$ cat config.mk
export PLATFORM = sky130hd
export DESIGN_NAME = coin_encoder
export DESIGN_NICKNAME = d
export VERILOG_FILES = /design/src/rtl/coin_encoder.sv
export SDC_FILE = /design/constraint.sdc
export NUM_CORES = 1
export LEC_CHECK = 0
export CORE_ASPECT_RATIO = 0.8
export CORE_MARGIN = 1.5
export CORE_UTILIZATION = 50
export CTS_BUF_LIST = sky130_fd_sc_hd__clkbuf_16
export DETAILED_ROUTE_END_ITERATION = 16
export GPL_TIMING_DRIVEN = 0
export MAX_ROUTING_LAYER = met4
export PLACE_DENSITY = 0.68
export REMOVE_ABC_BUFFERS = 1
export SKIP_LAST_GASP = 1
export SYNTH_ARGS = -nofsm -noshare
export SYNTH_HDL_FRONTEND = slang
export SYNTH_SLANG_ARGS = --single-unit
$ cat constraint.sdc
create_clock -name clk -period 3.1 [get_ports clk]
set_input_delay 0.93 -clock clk [delete_from_list [all_inputs] [get_ports clk]]
set_output_delay 0.93 -clock clk [all_outputs]
set_load 0.02 [all_outputs]
$ cat src/rtl/coin_encoder.sv
// Coin sensor front end: synchronizes and debounces two raw coin switches, then
// emits a one-cycle coin code (or a collision error) followed by a lockout gap.
//
// state | meaning
// IDLE  | waiting for a debounced rising edge on either coin
// EMIT  | d_out carries the coin code for exactly this cycle
// GAP   | lockout; rise events are dropped until the gap timer expires
module coin_encoder #(
    parameter int unsigned DEB_CYCLES = 4,
    parameter int unsigned GAP_CYCLES = 2
) (
    input  logic       clk,
    input  logic       reset,
    input  logic       coin_a,
    input  logic       coin_b,
    output logic [1:0] d_out,
    output logic       coin_err,
    output logic       busy
);

    typedef enum logic [1:0] {
        IDLE = 2'd0,
        EMIT = 2'd1,
        GAP  = 2'd2
    } state_t;

    localparam logic [7:0] DEB_LAST = 8'(DEB_CYCLES - 1);
    localparam logic [7:0] GAP_LAST = 8'(GAP_CYCLES - 1);

    // index 0 = coin A, index 1 = coin B
    logic [1:0] sync1;
    logic [1:0] sync2;
    logic [1:0] deb_lvl;
    logic [1:0] rise;
    logic [7:0] deb_cnt [2];

    state_t     state;
    state_t     state_nxt;
    logic [7:0] gap_cnt;
    logic [1:0] d_out_nxt;
    logic       coin_err_nxt;

    always_ff @(posedge clk) begin
        if (reset) begin
            sync1   <= 2'b00;
            sync2   <= 2'b00;
            deb_lvl <= 2'b00;
            rise    <= 2'b00;
            for (int i = 0; i < 2; i++) begin
                deb_cnt[i] <= 8'd0;
            end
        end else begin
            sync1 <= {coin_b, coin_a};
            sync2 <= sync1;
            for (int i = 0; i < 2; i++) begin
                rise[i] <= 1'b0;
                if (sync2[i] == deb_lvl[i]) begin
                    deb_cnt[i] <= 8'd0;
                end else if (deb_cnt[i] == DEB_LAST) begin
                    // this sample is the DEB_CYCLES-th consecutive disagreement
                    deb_lvl[i] <= ~deb_lvl[i];
                    deb_cnt[i] <= 8'd0;
                    rise[i]    <= ~deb_lvl[i];
                end else begin
                    deb_cnt[i] <= deb_cnt[i] + 8'd1;
                end
            end
        end
    end

    always_ff @(posedge clk) begin
        if (reset) begin
            state    <= IDLE;
            gap_cnt  <= 8'd0;
            d_out    <= 2'b00;
            coin_err <= 1'b0;
        end else begin
            state    <= state_nxt;
            d_out    <= d_out_nxt;
            coin_err <= coin_err_nxt;
            if (state_nxt == GAP && state != GAP) begin
                gap_cnt <= GAP_LAST;
            end else if (state == GAP && gap_cnt != 8'd0) begin
                gap_cnt <= gap_cnt - 8'd1;
            end
        end
    end

    always_comb begin
        state_nxt = state;
        case (state)
            IDLE: begin
                if (rise == 2'b11) begin
                    state_nxt = GAP;
                end else if (rise != 2'b00) begin
                    state_nxt = EMIT;
                end
            end
            EMIT:    state_nxt = GAP;
            GAP: begin
                if (gap_cnt == 8'd0) begin
                    state_nxt = IDLE;
                end
            end
            default: state_nxt = IDLE;
        endcase
    end

    // Outputs are registered, so codes are decided on the IDLE exit edge.
    always_comb begin
        d_out_nxt    = 2'b00;
        coin_err_nxt = 1'b0;
        if (state == IDLE) begin
            case (rise)
                2'b01:   d_out_nxt    = 2'b01;
                2'b10:   d_out_nxt    = 2'b10;
                2'b11:   coin_err_nxt = 1'b1;
                default: d_out_nxt    = 2'b00;
            endcase
        end
    end

    assign busy = (state != IDLE);

endmodule

# Yosys cells after proc, flatten, opt, wreduce, memory -nomap -nowiden

Memory sizes are Yosys's and may differ from the RTL's.
Cells that the tools add are included.

Register bits after elaboration: 21
RAM bits: 16
Bits of input ports: 4
Output and inout bits: 4
Word-level logic and storage cells: 91
Memories: 1

Memory list:

| name    | words | width | read ports | clocked after memory_dff | wr ports | line | RTL |
|---|---|---|---|---|---|---|---|
| deb_cnt | 2     | 8     | 2          | 0                        | 2        | 35   | `logic [7:0] deb_cnt [2];` |

$add $sub $neg: 3
Equality and inequality tests: 11
Mux-type cells: 38
Bitwise gates (word level): 13
Reductions and logical operators: 14

Operator list:

| operator            | count |
|---|---|
| $mux 8              | 6 |
| $mux 1              | 27 |
| $add 8x1->8 const B | 2 |
| $eq 8x2->1 const B  | 2 |
| $eq 2x2->1 const B  | 4 |
| $logic_not 8->1     | 1 |
| $reduce_bool 8->1   | 1 |
| $sub 8x1->8 const B | 1 |
| $not 1->1           | 7 |
| $mux 2              | 3 |
| $or 1x1->1          | 6 |
| $pmux 2 s3          | 1 |
| $reduce_bool 2->1   | 3 |
| $reduce_or 3->1     | 2 |
| $eq 2x1->1 const B  | 2 |
| $pmux 2 s2          | 1 |
| $reduce_and 2->1    | 2 |
| $reduce_or 2->1     | 2 |
| $eq 1x1->1          | 2 |
| $logic_and 1x1->1   | 2 |
| $logic_not 2->1     | 1 |
| $ne 2x2->1 const B  | 1 |

# Longest topological paths before layout

Gate-level depths: netlist (run 1).
An unclocked memory read counts as a cell.

Depth after elaboration: 8
Depth in mapped cells: 6
Gate-level depth less buffers: 6

# Least setup slack after synthesis (run 1)

No wires, ideal clock.

Kind: reg-to-reg
Start point: memory deb_cnt[0][0]
End point: memory deb_cnt[0][2], data pin
Setup time: 0.254 ns
Arrival time: 1.670 ns
Data required time: 2.846 ns
Slack: 1.176 ns
Cell stages (with the launch flop): 7
Path buffers: 1
Clock period less this slack: 1.924 ns
Cell sequence: edfxtp_1 ha_1 or4b_1 nor4_1 or3_1 buf_4 nor2_1

RTL lines:

| what        | line |
|---|---|
| from (decl) | 35 |

# Worst setup path after layout (run 1)

Start point: register state[0]
End point: output port busy

Word-level cells in the longest chain between the ends: 1

Ends and longest elaborated chain:

| what                   | line | RTL |
|---|---|---|
| from (decl)            | 37   | `state_t state;` |
| from (signal assigned) | 78   | `state <= state_nxt;` |
| $reduce_bool 2->1      | 123  | `assign busy = (state != IDLE);` |
| to (decl)              | 18   | `output logic busy` |

No other way between the ends.

==> impl_results.md, run 1 <==
* Synth cell types at 35
* RePlAce Congestion at 0.815
* Ranking of synthesized cells by area: edfxtp_1 (30%), dfxtp_1 (26%), xor2_1 (5.4%)
* Cts-stage hold buffer count at 0
* HPWL Detailed at 1840 microns
* Routed wire length at 2660 microns
* Synth Area per Inst at 10.8 sq um
* Crit. End Element: output port
* Starting density of the core at 52.7%
* I/O Buffers at 7
* NumNets Final at 183
* Die Y at 54.0 microns
* Area growth from synthesis to layout at 21.0%
* Max Used Layer: met4
* Worst-path cell chain: or2_2 -> clkdlybuf4s50_1
* DRT Pass-1 Iters at 4
* Final setup TNS at 0 ns
* Post-synth top area cell: edfxtp_1
* Worst hold path class: reg2reg
* CTS HTree Levels at 2
* DR WL/cell at 12.3 microns
* Pin count of the biggest net entering global routing at 15
* Commonest non-fill, non-tap cell in the layout: nor2_1
* Post-CTS Setup Repair Bufs at 0
* GRT Residual Overflow at 0
* Crit path DAT at 1.43 ns
* Final Hold Fails at 0
* DRC errors left at 0
* Period minus WS final at 2.36 ns
* Max frequency at 423 MHz
* Slew margin rel. at 56.3%
* Share of layout cells above drive strength 1 at 7.34%
* Die Footprint at 3600 sq um
* Reg clk slew, reported paths at 0.06 ns
* Top FF cell, synth: dfxtp_1
* Max-capacitance violation count at 0
* Cell count after synthesis at 150
* Root Buffer: clkbuf_16
* Metal3 WL at 112 microns
* Worst EP required at 2.17 ns
* Layout Cells excl Fill at 217
* Core Util, Final at 63.7%
* Overall Power at 1160 uW
* Post-Route Skew at 0.00382 ns
* Asr flop ratio synth at 0%
* Core box area at 3090 sq um
* CP max stage delay at 0.53 ns
* DR iter-0 viols at 65
* Hold WS at 0.435 ns
* Hold endpoint: sync2[0]$_SDFF_PP0_
* R2R depth at 5
* Area of the mapped netlist at 1630 sq um
* EDFF count, synth at 16
* Hold depth at 1
* Fill count at 255
* Status: finished, final reports clean
* Peak supply drop at 0.350 mV
* Synth Register Bits at 37
* Power per cell area at 590 nW/um^2
* Metal2 WL at 1250 microns
* Worst-Margin Slew at 0.650 ns
* Leak pwr at 0.000741 uW
* Area occupied by multi-input gates at 743 sq um
* Post-CTS Resized at 0
* I/O pin count at 8
* Setup violators final at 0
* GRT Overall Usage at 18.9%
* Setup slack, reg-to-reg at 0.77 ns
* Synth top area share at 29.6%
* Placed insts at 209
* Crit path buf inv count at 1
* Register Area at 901 sq um
* Clock buffer count from CTS at 5
* Critical-path maximum fanout at 4
* Met1 wire length at 1240 microns
* Max-slew violation count at 0
* Final Cycle Share at 76.2%
* CP startpoint kind: register
* Core Rows at 18
* Die W at 66.7 microns
* Hold path startpoint: sync1[0]$_SDFF_PP0_
* Most frequent cells in the layout: nor2_1 (23), dfxtp_1 (21), edfxtp_1 (16), conb_1 (16)
* Via count at 1078
* TritonCTS Sinks at 37
* Worst r2r dst: deb_cnt[0][6]$_SDFFCE_PN0P_
* Worst path slowest cell: clkdlybuf4s50_1
* Crit-path leading delay family: buffers and inverters
* ANT nets after route at 0
* Critical R2R Launch: deb_cnt[0][0]$_SDFFCE_PN0P_
* RSZ-0062 raised after global routing: false
* Clk_lat worst skew at 0.28 ns
* First-pass GRT wire length at 4690 microns
* Sequential area share after synthesis at 55.4%
* CTS max path bufs at 2
* Antenna violations before repair at 0
* Number of global-route vias before repair at 1085
* CTS tree: built
* Number of synthesis warnings at 0
* Crit path kind: reg2out
* Diodes inserted at 0
* DR vias/cell at 4.97
## metrics by stage
stage / area, sq um / setup slack, ns
2_1_floorplan: 1660 / 1.17
3_3_place_gp: 1780 / 0.656
3_5_place_dp: 1780 / 0.622
4_1_cts: 1970 / 0.734
5_1_grt: 1970 / 0.550
6_report: 1970 / 0.737
## state kept, by name, indices dropped and copies added, names as in the netlist
name and flops:
deb_cnt 16, state 2, sync1 2, gap_cnt 8, deb_lvl 2, rise 2
sync2 2, coin_err 1, d_out 2
## final cells by class
cell class                 instances  area share (%)
inverter                           5           0.954
multi-input combinational        120            37.8
timing repair buffer               7            3.56
tap                               40            2.54
sequential                        37            45.8
clock buffer                       7            8.91
clock inverter                     1           0.445
## metal layers
metal	global-route usage, %	vias up
met5	-	-
met4	7.14	0
met3	8.79	6
met2	30.3	10
met1	20.8	494
li1	-	568
## cell families (layout without fill, tap and decap cells)
family	count (synthesis)	count (layout)	synth area share [%]
and+or+nand+nor	67	67	23.2
DFF	37	37	55.4
xor gates and xnor gates	17	17	9.16
AOI/OAI and AO/OA	15	15	6.08
buffers and inverters	8	20	2.31
adders and majority gates	3	3	2.31
muxes	2	2	1.23
other	1	16	0.231
## Yosys cell counts, drive strengths merged, types with 2 or more instances
cell type / n
a211oi: 2
nor4bb: 2
nand3: 10
edfxtp: 16
and3: 5
dfxtp: 21
or2: 3
inv: 5
o31ai: 2
xnor2: 7
nand2b: 3
nor2: 23
ha: 3
a21oi: 7
nor4: 3
xor2: 10
mux2i: 2
nor2b: 4
buf: 2
or4b: 3
or4: 2
or3: 4
## where the power goes
group | internal [uW] | switching [uW] | total, uW
Combinational | 13.3 | 15.7 | 29.0
Clock | 398 | 203 | 601
Sequential | 520 | 10.3 | 531
## worst max path at each step
stage / startpoint / end / slack [ns] / depth (start not counted)
2_1_floorplan: deb_cnt[0][0]$_SDFFCE_PN0P_ / deb_cnt[0][2]$_SDFFCE_PN0P_ / 1.17 / 5
3_3_place_gp: reset / deb_cnt[1][7]$_SDFFCE_PN0P_ / 0.66 / 3
3_5_place_dp: reset / deb_cnt[0][2]$_SDFFCE_PN0P_ / 0.62 / 3
4_1_cts: state[0]$_SDFF_PP0_ / busy / 0.73 / 2
5_1_grt: deb_cnt[0][0]$_SDFFCE_PN0P_ / deb_cnt[0][2]$_SDFFCE_PN0P_ / 0.55 / 5
6_report: state[0]$_SDFF_PP0_ / busy / 0.74 / 2
Note: power is estimated with default switching activity, not from simulation.
==> run 2: changes to the inputs <==
==> constraint.sdc (replaced) <==
create_clock -name clk -period 2.38 [get_ports clk]
set_input_delay 0.714 -clock clk [delete_from_list [all_inputs] [get_ports clk]]
set_output_delay 0.714 -clock clk [all_outputs]
set_load 0.02 [all_outputs]
==> run 2 against run 1 <==
Combinational power is 31% higher. Register-to-register slack worse by 0.54 ns. Critical path depth is 3 higher. Cell area is 0.64% higher. Global-route usage stayed put. Via count is 0.19% lower. Wire length is 0.49% lower. Non-clock buffer count stayed put. Clock power is 30% higher. Clock skew is 0.0015 ns higher. Largest cell class unchanged.
==> impl_results.md, run 2 (synthesis gave the netlist of run 1 again) <==
* Final Hold Fails at 0 (unchanged)
* Hold depth at 1 (unchanged)
* NumNets Final at 183 (unchanged)
* Max-capacitance violation count at 0 (unchanged)
* Worst hold path class: reg2reg
* GRT Residual Overflow at 0 (unchanged)
* DR WL/cell at 12.2 microns (-0.49%)
* HPWL Detailed at 1840 microns (unchanged)
* Post-CTS Setup Repair Bufs at 0 (unchanged)
* DRC errors left at 0 (unchanged)
* DR vias/cell at 4.96 (-0.19%)
* RSZ-0062 raised after global routing: false
* TritonCTS Sinks at 37 (unchanged)
* Hold WS at 0.433 ns (-0.00187 ns)
* Period minus WS final at 2.15 ns
* I/O pin count at 8 (unchanged)
* RePlAce Congestion at 0.815 (unchanged)
* CP max stage delay at 0.48 ns (-0.05 ns)
* CTS tree: built
* Critical-path maximum fanout at 8 (+4)
* Post-DP Area at 1780 sq um (unchanged)
* Core Rows at 18 (unchanged)
* R2R depth at 5 (unchanged)
* DRT Pass-1 Iters at 4 (unchanged)
* Diodes inserted at 0 (unchanged)
* Antenna violations before repair at 0 (unchanged)
* Crit. End Element: register
* Slew margin rel. at 56.3% (unchanged)
* Power per cell area at 764 nW/um^2 (+29%)
* Worst EP required at 2.41 ns (+0.24 ns)
* Most frequent cells in the layout: nor2_1 (23), dfxtp_1 (21), edfxtp_1 (16), conb_1 (16)
* Max reg flops at 16 (unchanged)
* Post-Route Skew at 0.00527 ns (+0.00145 ns)
* Pin count of the biggest net entering global routing at 15 (unchanged)
* Peak supply drop at 0.456 mV (+30%)
* Area growth from synthesis to layout at 21.8%
* Reg clk slew, reported paths at 0.06 ns (about the same)
* GRT Overall Usage at 18.9% (unchanged)
* Crit path buf inv count at 0 (-1)
* DR iter-0 viols at 62 (-4.6%)
* Worst path slowest cell: or4b_1
* Cell area after layout at 1980 sq um (+0.64%)
* Share of layout cells above drive strength 1 at 8.47% (+1.1 points)
* Register Area at 901 sq um (unchanged)
* Core box area at 3090 sq um (unchanged)
* Leak pwr at 0.000741 uW (+0.12%)
* Worst-Margin Slew at 0.650 ns (unchanged)
* Die Y at 54.0 microns (unchanged)
* Routed wire length at 2650 microns (-0.49%)
* Final setup TNS at 0 ns (unchanged)
* Crit path depth at 5 (+3)
* Overall Power at 1510 uW (+30%)
* Commonest non-fill, non-tap cell in the layout: nor2_1
* Setup violators final at 0 (unchanged)
* Max-slew violation count at 0 (unchanged)
* CP startpoint kind: register
* Max frequency at 465 MHz
* Via count at 1076 (-0.19%)
* Die W at 66.7 microns (unchanged)
* CTS HTree Levels at 2 (unchanged)
* Biggest regs: deb_cnt (16), gap_cnt (8)
* Die Footprint at 3600 sq um (unchanged)
* Status: finished, final reports clean
* Reg with most FFs: deb_cnt
* Final Cycle Share at 90.4%
* Crit-path leading delay family: simple AND/OR/NAND/NOR gates
* Crit path DAT at 2.18 ns (+0.75 ns)
* Crit path kind: reg2reg
* ANT nets after route at 0 (unchanged)
* Root Buffer: clkbuf_16
* I/O Buffers at 7 (unchanged)
* CTS max path bufs at 2 (unchanged)
* Clk_lat worst skew at 0.29 ns (about the same)
* First-pass GRT wire length at 4690 microns (unchanged)
* Clock buffer count from CTS at 5 (unchanged)
* Area occupied by multi-input gates at 756 sq um (+1.7%)
* Worst-path cell chain: ha_1 -> or4b_1 -> nor4_2 -> or3_1 -> nor2_1
* Starting density of the core at 52.7% (unchanged)
* Number of global-route vias before repair at 1085 (unchanged)
* Fill count at 255 (unchanged)
run 2: cell counts in the layout (fill, tap and decap cells not counted):
Identical to the previous run, type by type.
run 2: stage by stage:
step / worst slack [ns] / util (%) / instances
after floorplan: 0.446 / - / 162
after global placement: 0.132 / 57.8 / 209
after detailed placement: 0.0357 / 57.8 / 209
after CTS: 0.0204 / 63.7 / 217
after global routing: 0.0328 / 64.2 / 217
final: 0.228 / 64.2 / 217
run 2: report_power, final:
group,switching (uW),internal [uW]
combinational,20.6,17.5
clock,264,519
sequential,14.1,678
run 2: final timing paths:
check / startpoint / to / slack [ns]
max: deb_cnt[0][0]$_SDFFCE_PN0P_ / deb_cnt[0][6]$_SDFFCE_PN0P_ / 0.23
min: sync1[0]$_SDFF_PP0_ / sync2[0]$_SDFF_PP0_ / 0.43
max reg2reg: deb_cnt[0][0]$_SDFFCE_PN0P_ / deb_cnt[0][6]$_SDFFCE_PN0P_ / 0.23
min reg2reg: sync1[0]$_SDFF_PP0_ / sync2[0]$_SDFF_PP0_ / 0.43
run 2: final cells by class:
type | count | area share, %
multi-input cells | 120 | 38.2
flip-flops and latches | 37 | 45.5
well taps | 40 | 2.53
clock inverters | 1 | 0.442
inverters | 5 | 0.948
repair buffers | 7 | 3.54
clock buffers | 7 | 8.85
run 2: per-layer routing:
| metal | routed length [microns] | track usage, % |
|---|---|---|
| met5 | 0 | - |
| met4 | 56 | 7.14 |
| met2 | 1260 | 30.3 |
| met1 | 1220 | 20.8 |
| met3 | 113 | 8.79 |
run 2: repair_timing:
action	CTS	global route
hold buffers	0	0
gates resized for setup	0	2
endpoints found under the setup margin	0	16
==> run 3: changes to the inputs <==
--- a/config.mk
+++ b/config.mk
@@ -15,6 +15,7 @@
 export PLACE_DENSITY = 0.68
 export REMOVE_ABC_BUFFERS = 1
 export SKIP_LAST_GASP = 1
+export SLEW_MARGIN = 20
 export SYNTH_ARGS = -nofsm -noshare
 export SYNTH_HDL_FRONTEND = slang
 export SYNTH_SLANG_ARGS = --single-unit
==> results of run 3 <==
Final layout, timing and power as in run 2 (identical DEF).
==> edit 1: new RTL, config.mk and constraints of run 3 <==
The 3 states of `state_t` get a one-hot encoding in 3 bits.
--- a/src/rtl/coin_encoder.sv
+++ b/src/rtl/coin_encoder.sv
@@ -20,6 +20,6 @@
 
-    typedef enum logic [1:0] {
-        IDLE = 2'd0,
-        EMIT = 2'd1,
-        GAP  = 2'd2
+    typedef enum logic [2:0] {
+        IDLE = 3'b001,
+        EMIT = 3'b010,
+        GAP  = 3'b100
     } state_t;
Function: no difference found for any inputs over 10 cycles, from zero or initial values and one cycle with reset high; not proved beyond that.
==> edit 1 against run 3 <==
- synthesized area increased by 6.0%
- routed wire length increased by 5.2%
- final cell count increased by 7.4%
- die area increased by 5.7%
- highest routed layer unchanged
- sequential cell count increased by 1
- non-clock buffer count unchanged
- worst setup slack improved by 0.16 ns
- cell area increased by 3.9%
- total power decreased by 5.4%
- critical path type is now reg2out
==> edit 1: results (changes against run 3) <==
Power and ir drop:
- The worst voltage drop across the vdd grid is 0.5604 mV (was 0.4565 mV).

Layout:
- The net count of the finished layout is 199 (was 183).

Yosys:
- The number of instances in the synthesized netlist is 164 (was 150).
- The adder and majority gate portion of the synthesized area came to 2.179% (was 2.309%).
- The count of distinct cell types in the synthesized netlist is 37 (was 35).
- The synthesized-area fraction occupied by ao, oa, aoi and oai cells is 6.028% (was 6.082%).
- The sequential element share of the synthesized area came to 53.45% (was 55.43%).

Critical path:
- The data arrival time of the critical path is 1.28 ns (was 2.18 ns).
- The highest fanout seen on the critical path is 7 (was 8).
- The longest individual stage delay on the worst path came to 0.36 ns (was 0.48 ns).
- The launch point of the worst reg-to-reg path is gap_cnt[0] (was deb_cnt[0][0]).
- The critical path capture point is busy (was deb_cnt[0][6]).

Place:
- The number of instances in the placed design came to 225 (was 209).
- The worst setup slack after placement is 0.1050 ns (was 0.03570 ns).
- The cell area after placement is 1896 sq um (was 1783 sq um).
- The final weighted congestion of routability-driven global placement is 0.8403 (was 0.8150).

Global routing:
- The fraction of met2 tracks used by global routing is 23.08% (was 30.33%).
- The met3 track utilization from global routing is 6.721% (was 8.787%).
- The number of global-route vias before repair is 1,117 (was 1,085).
- The largest net degree at the start of global routing is 18 (was 15).
- The combined global-route utilization of all metal layers came to 17.15% (was 18.89%).
- The global-route wire length before repair came to 4643 um (was 4692 um).

Outcome:
- Status: finished clean (unchanged).

Routing:
- The number of vias after detailed routing is 1,234 (was 1,076).
- The via-per-instance ratio was 5.296 (was 4.959).
- The average routed wire per standard cell is 11.97 um (was 12.22 um).

Timing:
- The worst slack on hold paths is 0.4315 ns (was 0.4335 ns).
- The least setup slack across all paths after layout is 0.3859 ns (was 0.2276 ns).

Clocking:
- The clock latency on the worst-skew pair was 0.27 ns (was 0.29 ns).

Worst hold path:
- The end point of the most critical hold path is sync2[1] (was sync2[0]).
edit 1: cell types whose count changed after synthesis, sizes merged, moves of 3 or more:
cell and delta:
xnor2 +3, or4b -3, nand2 +5, nor2 +3
nor3b +3, nor3 +4
edit 1: area by class of cell:
| cell class | count | area, sq um |
|---|---|---|
| Fill cell | 250 | 1119 |
| Clock inverter | 2 | 7.507 |
| Sequential cell | 38 | 922.1 |
| Timing Repair Buffer | 7 | 72.57 |
| Clock buffer | 6 | 150.1 |
| Tap cell | 40 | 50.05 |
| Inverter | 4 | 15.01 |
| Multi-Input combinational cell | 136 | 839.6 |
edit 1: routing by layer:
layer	wire length, um	share of wire (%)	vias up
met5	0	0	-
met2	1221	44	21
met1	1406	50	572
met3	115	4.1	7
met4	44	1.6	0
li1	-	-	634
edit 1: power by group:
| part | internal [mW] | switching (mW) | total (mW) |
|---|---|---|---|
| Combinational | 0.0182 | 0.0225 | 0.0407 |
| Clock | 0.444 | 0.238 | 0.682 |
| Sequential | 0.695 | 0.0141 | 0.709 |
==> edit 2: new RTL, settings of run 3 <==
Without the edit above. The output `coin_err` loses its register stage (`coin_err` becomes a continuous assignment).
--- a/src/rtl/coin_encoder.sv
+++ b/src/rtl/coin_encoder.sv
@@ -75,3 +75,2 @@
             d_out    <= 2'b00;
-            coin_err <= 1'b0;
         end else begin
@@ -79,3 +78,2 @@
             d_out    <= d_out_nxt;
-            coin_err <= coin_err_nxt;
             if (state_nxt == GAP && state != GAP) begin
@@ -87,2 +85,4 @@
     end
+
+    assign coin_err = coin_err_nxt;
 
Formal check against the unedited RTL: not equivalent (a bounded check fails within 10 cycles, from zero or initial values and one cycle with reset high).
==> edit 2 against run 3 <==
- cell area is 4.1% higher
- global-route usage is 1.4 points higher
- total power is 4.8% lower
- routed wire length is 24% higher
- first-iteration DRC count is 4.8% lower
- sequential cell count is 1 lower
- synthesized area is 7.0% higher
- worst setup slack worse by 0.080 ns
- critical path type is now reg2out
- largest cell class unchanged
==> edit 2: results (changes against run 3) <==
Clocking:
- The clock tree root driver cell is clkbuf_16 (unchanged).
- The number of levels the H-tree was split into was 2 (unchanged).
- The clock transition at the registers of the reported paths is 0.05 ns.
- The maximum number of buffers from clock root to sink is 2 (unchanged).
- The number of buffers inserted to repair setup after CTS is 0 (unchanged).

Global routing:
- The combined global-route utilization of all metal layers is 20.26% (was 18.89%).
- The largest net degree at the start of global routing is 14 (was 15).
- The number of global-route vias before repair is 1,330 (was 1,085).
- The initial antenna violation count is 0 (unchanged).
- The global-route wire length before repair is 5651 um (was 4692 um).

Yosys:
- Main area contributors after synthesis: edfxtp_1, dfxtp_1, a21oi_1 (was edfxtp_1, dfxtp_1, xor2_1).
- The sequential element share of the synthesized area is 50.65% (was 55.43%).
- Leading post-synthesis cells by instance count: dfxtp_1, edfxtp_1, nor2_1 (was nor2_1, dfxtp_1, edfxtp_1).
- The count of distinct cell types in the synthesized netlist was 40 (was 35).
- The cell accounting for the most synthesized area was edfxtp_1 (unchanged).
- The number of enable-type register cells in the synthesized netlist is 16 (unchanged).
- The number of warnings printed during yosys synthesis is 0 (unchanged).

Critical path:
- The critical path capture point is busy (was deb_cnt[0][6]).
- The critical-path cell with the highest stage delay is clkdlybuf4s50_1 (was or4b_1).
- The longest individual stage delay on the worst path is 0.59 ns (was 0.48 ns).
- The number of cells on the worst reg-to-reg path is 4 (was 5).
- The register-to-register setup slack is 0.33 ns (was 0.23 ns).
- The destination of the worst register-to-register timing path is deb_cnt[0][2] (was deb_cnt[0][6]).
- The highest fanout seen on the critical path is 10 (was 8).
- The launch point of the worst path is state[1] (was deb_cnt[0][0]).
- The data arrival time of the critical path is 1.52 ns (was 2.18 ns).

Layout:
- The net count of the finished layout is 207 (was 183).
- The proportion of layout cells with a drive suffix above 1 is 9.950% (was 8.475%).
- Largest registers ranked by flip-flop count: deb_cnt: 16 flops, gap_cnt: 8 flops (unchanged).

Timing:
- The setup skew after layout is 0.004438 ns (was 0.005273 ns).
- The normalized max-slew margin is 52.06% (was 56.30%).
- The least setup slack across all paths after layout is 0.1475 ns (was 0.2276 ns).

Power and ir drop:
- The worst voltage drop across the vdd grid is 0.4228 mV (was 0.4565 mV).
- The static power due to leakage came to 0.7493 nW (was 0.7414 nW).

Place:
- The worst setup slack after placement was 0.01342 ns (was 0.03570 ns).
- The final weighted congestion of routability-driven global placement was 0.7367 (was 0.8150).
- The half-perimeter wire length of the detailed placement result is 2301 um (was 1835 um).
- The cell area after placement is 1897 sq um (was 1783 sq um).

Outcome:
- Status: finished clean (unchanged).

Routing:
- The number of design-rule violations left by the first detailed-router iteration is 59 (was 62).
- The average routed wire per standard cell is 13.68 um (was 12.22 um).
- The via-per-instance ratio is 5.660 (was 4.959).
==> edit 2: changes by cell type after synthesis, moves of 5 or more <==
| cell | run 3 | this run |
|---|---|---|
| o21ai_0 | 1 | 13 |
| a21oi_1 | 7 | 15 |
| nor2_1 | 23 | 16 |
| nand2_1 | 1 | 7 |
| or3_1 | 3 | 9 |
| and3_1 | 5 | 0 |
| nor4b_1 | 1 | 6 |
| xnor2_1 | 7 | 2 |
==> edit 2: cell families after synthesis <==
family                   count (synthesis)  synth area share [%]
AO/OA/AOI/OAI                           40                 14.68
buffers and inverters                   13                 3.022
multiplexers                             1                0.5756
AND/OR/NAND/NOR                         73                 24.68
flip-flops                              36                 50.65
other                                    1                0.2156
XOR/XNOR                                 8                 4.029
adder cells (fa/ha/maj)                  3                 2.159
==> edit 2: worst min-delay path by stage <==
stage,start,end,slack (ns),cells after the start
final,sync1[1],sync2[1],0.45,1
after global routing,sync1[1],sync2[1],0.47,1
after CTS,sync1[1],sync2[1],0.45,1
after detailed placement,sync1[1],sync2[1],0.44,1
after global placement,sync1[1],sync2[1],0.42,1
after floorplan,sync1[0],sync2[0],0.41,1
==> edit 2: layer usage <==
metal	track usage [%]	part of all wire, %
met5	-	0
met1	24.77	48
met4	8.403	1.6
met2	29.81	47
met3	7.692	3.7
==> edit 2: power by group <==
group | internal, mW | switching, mW | leakage, nW | total, mW
sequential | 0.664 | 0.0202 | 0.327 | 0.684
combinational | 0.0306 | 0.0412 | 0.339 | 0.0717
clock | 0.445 | 0.239 | 0.0832 | 0.684
total | 1.14 | 0.300 | 0.749 | 1.44
==> edit 2: critical path, delay by kind of cell (launching register included) <==
family / cells / cell delay (ns)
and+or+nand+nor: 1 / 0.18
buffers and inverters: 1 / 0.59
DFF: 1 / 0.47
==> edit 2: cell type report <==
| cell class | instances | area, sq um |
|---|---|---|
| repair buffers | 7 | 68.82 |
| well taps | 40 | 50.05 |
| clock inverters | 2 | 8.758 |
| multi-input cells | 141 | 868.3 |
| flip-flops and latches | 36 | 880.8 |
| inverters | 9 | 33.78 |
| clock buffers | 6 | 150.1 |
| fillers | 260 | 1137 |
==> edit 2: what timing repair did <==
action | 4_1_cts | 5_1_grt
hold endpoints to repair | 0 | 0
gates resized for setup | 1 | 0
endpoints found under the setup margin | 1 | 0
==> edit 2: stage by stage <==
| step | std cells | hold slack (ns) | utilization, % |
|---|---|---|---|
| finish | 241 | 0.4464 | 64.44 |
| global route | 241 | 0.4733 | 64.44 |
| CTS | 241 | 0.4523 | 64.24 |
| detailed placement | 233 | 0.4390 | 59.31 |
| global placement | 233 | 0.4225 | 59.31 |
| floorplan | 186 | 0.4138 | - |
